<file path="src/rtl/fc_adder_tree_acc_if.sv">
// Bus bundle for the FC adder tree accumulator.
// master: producer side (drives enable, beat valid/last and operands, receives packet sums)
// slave : the adder tree itself
//   i_en     pipeline advance
//   i_valid  i_data carries a real beat
//   i_last   final beat of the packet (qualified by i_valid)
//   i_data   IDIM operands of IWID bits
//   o_valid  one-cycle pulse marking a new packet sum
//   o_data   packet sum, held between pulses
//   o_ovf    packet ran longer than the accumulator was sized for
interface fc_adder_tree_acc_if #(
  parameter int unsigned IDIM = 64,
  parameter int unsigned IWID = 10,
  parameter int unsigned OWID = 22
);
  logic                       i_en;
  logic                       i_valid;
  logic                       i_last;
  logic [IDIM-1:0][IWID-1:0]  i_data;
  logic                       o_valid;
  logic [OWID-1:0]            o_data;
  logic                       o_ovf;

  modport master (
    output i_en, i_valid, i_last, i_data,
    input  o_valid, o_data, o_ovf
  );

  modport slave (
    input  i_en, i_valid, i_last, i_data,
    output o_valid, o_data, o_ovf
  );
endinterface

</file>
<file path="src/rtl/fc_adder_tree_acc.sv">
// Pipelined reduction adder tree with a packet accumulator.
// Each enabled beat reduces IDIM operands to one OWID-bit sum; sums of a
// multi-beat packet are accumulated and emitted on the last beat.
//   clk  clock
//   rst  synchronous active-high reset, overrides bus.i_en
//   bus  slave side of fc_adder_tree_acc_if (i_en/i_valid/i_last/i_data in,
//        o_valid/o_data/o_ovf out)
module fc_adder_tree_acc #(
  parameter int unsigned IDIM   = 64,
  parameter int unsigned IWID   = 10,
  parameter int unsigned SIGNED = 0,
  parameter int unsigned BDEP   = 2,
  parameter int unsigned ACCL2  = 6,
  parameter int unsigned IDL2   = $clog2(IDIM),
  parameter int unsigned OWID   = IWID + IDL2 + ACCL2
) (
  input  logic                 clk,
  input  logic                 rst,
  fc_adder_tree_acc_if.slave   bus
);

  localparam int unsigned NPAD = 1 << IDL2;
  localparam int unsigned NREG = IDL2 / BDEP;
  localparam int unsigned CW   = ACCL2 + 1;
  localparam logic [CW:0] LIMIT = (CW+1)'(2**ACCL2);

  // Operand extension to OWID; padding slots are zero.
  logic [NPAD-1:0][OWID-1:0] leaf;
  for (genvar j = 0; j < NPAD; j++) begin : g_leaf
    if (j < IDIM) begin : g_op
      if (SIGNED != 0) begin : g_sx
        assign leaf[j] = {{(OWID-IWID){bus.i_data[j][IWID-1]}}, bus.i_data[j]};
      end else begin : g_zx
        assign leaf[j] = OWID'(bus.i_data[j]);
      end
    end else begin : g_pad
      assign leaf[j] = '0;
    end
  end

  // Tree levels: pairwise adds, level k registered when k is a multiple of BDEP.
  for (genvar k = 1; k <= IDL2; k++) begin : g_lvl
    localparam int unsigned N = NPAD >> k;
    logic [2*N-1:0][OWID-1:0] src;
    logic [N-1:0][OWID-1:0]   sum_d;
    logic [N-1:0][OWID-1:0]   lvl;

    if (k == 1) begin : g_src0
      assign src = leaf;
    end else begin : g_srcn
      assign src = g_lvl[k-1].lvl;
    end

    for (genvar j = 0; j < N; j++) begin : g_add
      assign sum_d[j] = src[2*j] + src[2*j+1];
    end

    if (k % BDEP == 0) begin : g_reg
      logic [N-1:0][OWID-1:0] sum_q;
      always_ff @(posedge clk) begin
        if (rst)          sum_q <= '0;
        else if (bus.i_en) sum_q <= sum_d;
      end
      assign lvl = sum_q;
    end else begin : g_comb
      assign lvl = sum_d;
    end
  end

  logic [OWID-1:0] tree_sum;
  assign tree_sum = g_lvl[IDL2].lvl[0];

  // Valid/last sideband delayed to line up with the tree output.
  logic t_valid;
  logic t_last;
  if (NREG > 0) begin : g_sb
    logic [NREG-1:0] vld_q, vld_d, lst_q, lst_d;
    always_comb begin
      vld_d = vld_q;
      lst_d = lst_q;
      if (bus.i_en) begin
        vld_d = NREG'({vld_q, bus.i_valid});
        lst_d = NREG'({lst_q, bus.i_valid & bus.i_last});
      end
    end
    always_ff @(posedge clk) begin
      if (rst) begin
        vld_q <= '0;
        lst_q <= '0;
      end else begin
        vld_q <= vld_d;
        lst_q <= lst_d;
      end
    end
    assign t_valid = vld_q[NREG-1];
    assign t_last  = lst_q[NREG-1];
  end else begin : g_nosb
    assign t_valid = bus.i_valid;
    assign t_last  = bus.i_valid & bus.i_last;
  end

  // Accumulator, beat counter and packet output registers.
  logic [OWID-1:0] acc_q, acc_d, o_data_q, o_data_d, sum_c;
  logic [CW-1:0]   cnt_q, cnt_d;
  logic [CW:0]     cnt_inc;
  logic            beat_ovf_c;
  logic            ovf_seen_q, ovf_seen_d;
  logic            o_valid_q, o_valid_d, o_ovf_q, o_ovf_d;

  always_comb begin
    acc_d      = acc_q;
    cnt_d      = cnt_q;
    ovf_seen_d = ovf_seen_q;
    o_valid_d  = o_valid_q;
    o_data_d   = o_data_q;
    o_ovf_d    = o_ovf_q;
    sum_c      = acc_q + tree_sum;
    cnt_inc    = {1'b0, cnt_q} + (CW+1)'(1);
    // Sticky flag keeps the overflow even if cnt later wraps within the packet.
    beat_ovf_c = cnt_inc > LIMIT;
    if (bus.i_en) begin
      o_valid_d = 1'b0;
      if (t_valid) begin
        if (t_last) begin
          o_data_d   = sum_c;
          o_valid_d  = 1'b1;
          o_ovf_d    = ovf_seen_q | beat_ovf_c;
          acc_d      = '0;
          cnt_d      = '0;
          ovf_seen_d = 1'b0;
        end else begin
          acc_d      = sum_c;
          cnt_d      = cnt_inc[CW-1:0];
          ovf_seen_d = ovf_seen_q | beat_ovf_c;
        end
      end
    end
  end

  always_ff @(posedge clk) begin
    if (rst) begin
      acc_q      <= '0;
      cnt_q      <= '0;
      ovf_seen_q <= 1'b0;
      o_valid_q  <= 1'b0;
      o_data_q   <= '0;
      o_ovf_q    <= 1'b0;
    end else begin
      acc_q      <= acc_d;
      cnt_q      <= cnt_d;
      ovf_seen_q <= ovf_seen_d;
      o_valid_q  <= o_valid_d;
      o_data_q   <= o_data_d;
      o_ovf_q    <= o_ovf_d;
    end
  end

  assign bus.o_valid = o_valid_q;
  assign bus.o_data  = o_data_q;
  assign bus.o_ovf   = o_ovf_q;

endmodule

</file>
<file path="src/flat_wrapper.sv">
// flat-port wrapper written by rule: the top's interface ports become plain ports
module fc_adder_tree_acc_flat 
#(
  parameter int unsigned IDIM   = 64,
  parameter int unsigned IWID   = 10,
  parameter int unsigned SIGNED = 0,
  parameter int unsigned BDEP   = 2,
  parameter int unsigned ACCL2  = 6,
  parameter int unsigned IDL2   = $clog2(IDIM),
  parameter int unsigned OWID   = IWID + IDL2 + ACCL2
)
  (clk, rst, bus_i_en, bus_i_valid, bus_i_last, bus_i_data, bus_o_valid, bus_o_data, bus_o_ovf);
  fc_adder_tree_acc_if #(.IDIM(IDIM), .IWID(IWID), .OWID(OWID)) bus_i ();
  input  logic clk;
  input  logic rst;
  input wire logic [$bits(bus_i.i_en)-1:0] bus_i_en;
  input wire logic [$bits(bus_i.i_valid)-1:0] bus_i_valid;
  input wire logic [$bits(bus_i.i_last)-1:0] bus_i_last;
  input wire logic [$bits(bus_i.i_data)-1:0] bus_i_data;
  output wire logic [$bits(bus_i.o_valid)-1:0] bus_o_valid;
  output wire logic [$bits(bus_i.o_data)-1:0] bus_o_data;
  output wire logic [$bits(bus_i.o_ovf)-1:0] bus_o_ovf;
  assign bus_i.i_en = bus_i_en;
  assign bus_i.i_valid = bus_i_valid;
  assign bus_i.i_last = bus_i_last;
  assign bus_i.i_data = bus_i_data;
  assign bus_o_valid = bus_i.o_valid;
  assign bus_o_data = bus_i.o_data;
  assign bus_o_ovf = bus_i.o_ovf;
  fc_adder_tree_acc #(.IDIM(IDIM), .IWID(IWID), .SIGNED(SIGNED), .BDEP(BDEP), .ACCL2(ACCL2), .IDL2(IDL2), .OWID(OWID)) u_core (.clk(clk), .rst(rst), .bus(bus_i));
endmodule
</file>
<file path="config.mk">
export PLATFORM = sky130hd
export DESIGN_NAME = fc_adder_tree_acc_flat
export DESIGN_NICKNAME = d
export VERILOG_FILES = /design/src/rtl/fc_adder_tree_acc_if.sv /design/src/rtl/fc_adder_tree_acc.sv /design/src/flat_wrapper.sv
export SDC_FILE = /design/constraint.sdc
export NUM_CORES = 2
export LEC_CHECK = 0
export BUFFER_PORTS_ARGS = -buffer_cell sky130_fd_sc_hd__clkbuf_2
export CELL_PAD_IN_SITES_DETAIL_PLACEMENT = 0
export CELL_PAD_IN_SITES_GLOBAL_PLACEMENT = 1
export CORE_ASPECT_RATIO = 0.8
export CORE_MARGIN = 4
export CORE_UTILIZATION = 47
export DETAILED_ROUTE_END_ITERATION = 8
export PLACE_DENSITY = 0.86
export SLEW_MARGIN = 25
export SYNTH_ARGS = -nofsm -noshare
export SYNTH_HDL_FRONTEND = slang
export SYNTH_SLANG_ARGS = --single-unit
</file>
<file path="constraint.sdc">
create_clock -name clk -period 7.85 [get_ports clk]
set_clock_uncertainty 0.2 [all_clocks]
set_input_delay 0.785 -clock clk [delete_from_list [all_inputs] [get_ports clk]]
set_output_delay 0.785 -clock clk [all_outputs]
set_load 0.02 [all_outputs]
</file>
Word level (Yosys, flattened, before mapping)
Index checks and enable logic that the tools add are counted.
{"block": "totals", "ff_bits": 522, "output_inout_bits": 24}
{"block": "op_classes", "addsub": 65, "n_lt_le_gt_ge": 1, "muxes": 5, "bitwise": 2, "reduce_logical": 2}
{"operator": "$add A22 B22 Y22", "n": 32}
{"operator": "$add A10 B10 Y11", "n": 32}
{"operator": "$mux W22", "n": 1}
{"operator": "$add A7 B1 Y8 const B", "n": 1}
{"operator": "$gt A8 B7 Y1 const B", "n": 1}
{"operator": "$mux W7", "n": 1}
{"operator": "$mux W1", "n": 3}
{"operator": "$reduce_and A3 Y1", "n": 1}
{"operator": "$reduce_and A2 Y1", "n": 1}
{"operator": "$and A1 B1 Y1", "n": 1}
{"operator": "$or A1 B1 Y1", "n": 1}

Logic depth before layout (Yosys ltp)
{"block": "depth", "word_depth": 4, "mapped_depth": 15, "mapped_depth_nobuf": 15}

Worst setup path before layout
Ideal clock, no wire load.
{"block": "synth_path", "kind": "input to register", "startpoint": "in bus_i_data[480]", "endpoint": "reg u_core.g_lvl[2].g_reg.sum_q[273] in the netlist's numbering", "t_arrival_ps": 3623, "required_ps": 7528, "slack_ps": 3905, "cell_stages": 14, "path_buffers": 0, "cell_sequence": "ha_1 -> fa_1 -> a21o_1 -> a21oi_1 -> o21bai_1 -> a21oi_1 -> o21ai_0 -> xor2_1 -> ha_1 -> nand3_1 -> nand2_1 -> a41o_1 -> mux2_4 -> a311o_1"}
{"block": "synth_between", "elab_chain_len": 2}
{"item": "from (decl)", "line": "flat_wrapper.sv:19", "rtl": "input wire logic [$bits(bus_i.i_data)-1:0] bus_i_data;"}
{"item": "$add A10 B10 Y11", "line": "fc_adder_tree_acc.sv:55", "rtl": "assign sum_d[j] = src[2*j] + src[2*j+1];"}
{"item": "$add A22 B22 Y22", "line": "fc_adder_tree_acc.sv:55"}
{"item": "to (signal assigned)", "line": "fc_adder_tree_acc.sv:62", "rtl": "else if (bus.i_en) sum_q <= sum_d;"}
{"item": "to (decl)", "line": "fc_adder_tree_acc.sv:59", "rtl": "logic [N-1:0][OWID-1:0] sum_q;"}
No other way between the ends.
A chain may end at the register's enable or synchronous reset.

Final worst setup path
{"block": "layout_path", "startpoint": "reg u_core.g_lvl[4].g_reg.sum_q[45] in the netlist's numbering", "endpoint": "reg u_core.g_lvl[6].g_reg.sum_q[13] in the netlist's numbering"}
{"block": "layout_between", "elab_chain_len": 2}
{"item": "from (decl)", "line": "fc_adder_tree_acc.sv:59"}
{"item": "from (signal assigned)", "line": "fc_adder_tree_acc.sv:62"}
{"item": "$add A22 B22 Y22 (2 in a row)", "line": "fc_adder_tree_acc.sv:55"}
{"item": "to (signal assigned)", "line": "fc_adder_tree_acc.sv:62"}
{"item": "to (decl)", "line": "fc_adder_tree_acc.sv:59"}
No other way between the ends.

==> impl_results.md <==
* Outcome: finished, final reports clean
* Leakage at approximately 20 nW
* Placed Area at 41,200 sq um
* Reg2Reg Depth at 13
* Slowest cell on the critical path: fa_1
* Post-CTS Setup Bufs at 0
* Skew-Pair Late Insertion Delay at about 560 ps
* DRC Markers at 0
* Iter 0 DRT Violations at 1,781
* Max cap viols at 0
* P&R area growth vs syn at 14.8%
* CTS Hold Bufs at 0
* DR vias at 33,231
* H-tree depth at 2
* Max VDD drop at between 0.0001 and 0.00015 V
* Die Span Y at 259 um
* Fillers at 7,371
* Kind of critical path: flop to flop
* RSZ-0062 raised after global routing: false
* Worst r2r dst: u_core.g_lvl[6].g_reg.sum_q[13]$_SDFFE_PP0P_
* First-pass GRT wire length at ~160 mm
* Cell chain of the critical path: inv_1, fa_1, fa_1, inv_1, ha_1, fa_1, a21oi_1, o211ai_1, a41oi_1, o21ai_0, xor2_1, mux2i_1, nor2_1
* Placed cells at 6,035
* Number of buffers created by CTS at 37
* Post-detail-place hpwl at between 80 and 90 mm
* Post-Layout Cell Count at approximately 6,100
* First-pass detailed-route iteration total at 7
* Internal at 6.11 mW
* Most frequent cells after synthesis: ha_1 (580), inv_1 (499), a21oi_1 (420), dfxtp_1 (324), nand2_1 (260)
* Delay-heaviest family, CP: adder cells
* DR WL/cell at 16.3 um
* Reg2reg start: u_core.g_lvl[4].g_reg.sum_q[45]$_SDFFE_PP0P_
* Top_reg_cell synth: dfxtp_1
* CP endpoint kind: flop
* Number of global-route vias before repair at 31,761
* Slew Limit Fails at 0
* Setup Viol. Count Final at 0
* WP data required at slightly above 8000 ps
* Sw frac at 44.2%
* Clk slew on worst S/H paths at 70 ps
* Cell Pwr Density at 258 nW/um^2
* Peak Freq at 261 MHz
* Buffers on Ports at 668
* Sequential area share after synthesis at between 15 and 20%
* Die Width at 322 um
* Number of flops mapped to enable cells by yosys at 0
* Synth async-reset ratio at 0%
* Initial antenna violation count at 2
* # IOs at between 600 and 700
* GRT Residual Overflow at 0
* Yosys cell types at 75
* Final total power at 11.0 mW
* Worst hold path class: flop to flop
* Antenna viol nets, final at 0
* Mapped Cells at about 4,500
* Clk network pwr share at 16.1%
* GRT Overall Usage at 22.9%
* CTS tree: done
* Layout Nets at 6,449
* Slowest stage delay, CP at 500 ps
* Minimum clock period at about 3800 ps
* Nature of the critical path startpoint: flop
* Starting density of the core at 47.7%
* Worst-Margin Slew at 984 ps
* Synth area leaders: ha_1 (20%), dfxtp_1 (18%), fa_1 (9.4%)
* Core area at 77,500 sq um
* Worst Path Max Fanout at 3
* Cell Area, Synth at 37,000 sq um
* Post-synth top area share at 19.6%
* WHS Endpoint: u_core.bus.o_ovf$_SDFFE_PP0P_
* Final Wtd Congestion at 0.879
* Root buf cell: clkbuf_16
* Syn avg cell area at between 8 and 9 sq um
* Flop-to-flop setup slack at 4020 ps
* TNS Setup at 0 ps
* DIE AREA at 83,300 sq um
* Most frequent CP cell: fa_1
* Fin. Hold Viols at 0
* CTS resizes at 0
* Crit path DAT at 4050 ps
* Hold path cells at 2
* Seq pwr share at 20.4%
* Period utilization at slightly below 50%
* Syn nets at 5,859
* CTS sink count at 324
* Yosys top cell by area: ha_1
* Synth Register Bits at around 320
* Pin count of the biggest net entering global routing at 170
* Longest Clk Path Bufs at 3
* HP Start: u_core.bus.o_ovf$_SDFFE_PP0P_
* Switching power total at 4.85 mW
* WL final at 99.1 mm
* Total number of yosys warnings at 0
* Comb pwr share at 63.5%
* Vias per inst at 5.45
* Count leader, synth: ha_1
* Sum of buffers and inverters on the critical path at 2
* Final Cell Area at 42,500 sq um
* Row cnt at 91
* Share of layout cells above drive strength 1 at 15.5%
* Worst slew margin relative to its limit at between 30% and 40%
-- routing by layer --
metal	vias to the layer above	routed length (um)	global-route usage, %
li1	17179	-	-
met1	15284	48400	33.1
met4	2	1340	3.58
met5	-	13	0
met2	677	44900	37.2
met3	89	4440	2.82
-- through the flow --
stage | hold WS [ps] | utilization, % | worst slack [ps]
floorplan | 232 | - | 3900
global placement | 236 | 53.2 | 3630
detailed placement | 248 | 53.2 | 3520
CTS | 247 | 54.8 | 4000
global route | 282 | 54.8 | 3810
finish | 250 | 54.8 | 4020
-- worst max-delay path by stage --
stage,slack (ps),cells past startpoint,to,from
2_1_floorplan,3900,14,u_core.g_lvl[2].g_reg.sum_q[273]$_SDFFE_PP0P_,bus_i_data[480]
6_report,4020,13,u_core.g_lvl[6].g_reg.sum_q[13]$_SDFFE_PP0P_,u_core.g_lvl[4].g_reg.sum_q[45]$_SDFFE_PP0P_
3_5_place_dp,3520,15,u_core.g_lvl[2].g_reg.sum_q[317]$_SDFFE_PP0P_,bus_i_data[560]
3_3_place_gp,3630,15,u_core.g_lvl[2].g_reg.sum_q[273]$_SDFFE_PP0P_,bus_i_data[480]
4_1_cts,4000,13,u_core.g_lvl[6].g_reg.sum_q[13]$_SDFFE_PP0P_,u_core.g_lvl[4].g_reg.sum_q[1]$_SDFFE_PP0P_
5_1_grt,3810,13,u_core.g_lvl[4].g_reg.sum_q[53]$_SDFFE_PP0P_,u_core.g_lvl[2].g_reg.sum_q[177]$_SDFFE_PP0P_
-- tightest hold or removal path, delay by kind of cell (launching register included) --
kind             cells  cell delay [ps]
AND/OR/NAND/NOR      2              100
flip-flops           1              310
-- cells in the final DEF (no fill, tap or decap), drive strengths merged, types with 117 or more instances in the layout --
cell type and instances:
clkbuf 716, ha 580, nor2 246, inv 501
nor3 169, xor2 117, fa 173, dfxtp 324
a21oi 423, xnor2 214, nand2 260, o21ai 170
-- cells by family (layout without fill, tap and decap cells) --
| kind of cell | count (synthesis) | count (layout) | share of synthesized area (%) |
|---|---|---|---|
| AO/OA/AOI/OAI | 1214 | 1214 | 21.3 |
| XOR/XNOR | 331 | 331 | 7.83 |
| adder cells (fa/ha/maj) | 753 | 753 | 29.0 |
| buffers and inverters | 628 | 1240 | 6.44 |
| flip-flops | 324 | 324 | 17.5 |
| multiplexers | 114 | 114 | 3.11 |
| other | 0 | 1 | 0 |
| AND/OR/NAND/NOR | 1097 | 1097 | 14.8 |
-- sequential cells by signal, indices dropped and copies added, names as in the netlist --
register                  count
u_core.g_lvl.g_reg.sum_q    264
u_core.acc_q                 22
u_core.bus.o_data            22
u_core.cnt_q                  7
u_core.g_sb.lst_q             3
u_core.g_sb.vld_q             3
u_core.bus.o_ovf              1
u_core.bus.o_valid            1
u_core.ovf_seen_q             1
-- power groups by stage --
stage	sequential (mW)	clock, mW	combinational [mW]
global route	2.28	1.88	7.95
global placement	2.26	0	6.87
CTS	2.23	1.82	7.01
detailed placement	2.27	0	6.95
floorplan	2.18	0	5.28
finish	2.23	1.77	6.96
-- layout make-up --
class	count	area (sq um)	area share, %
multi-input combinational	3509	28100	66.3
timing repair buffer	679	3460	8.15
clock buffer	50	1050	2.48
clock inverter	11	165	0.389
tap	1023	1280	3.01
sequential	324	6490	15.3
antenna	1	2.50	0.00589
inverter	500	1880	4.44
No activity file was read; power rests on OpenSTA's default activity.
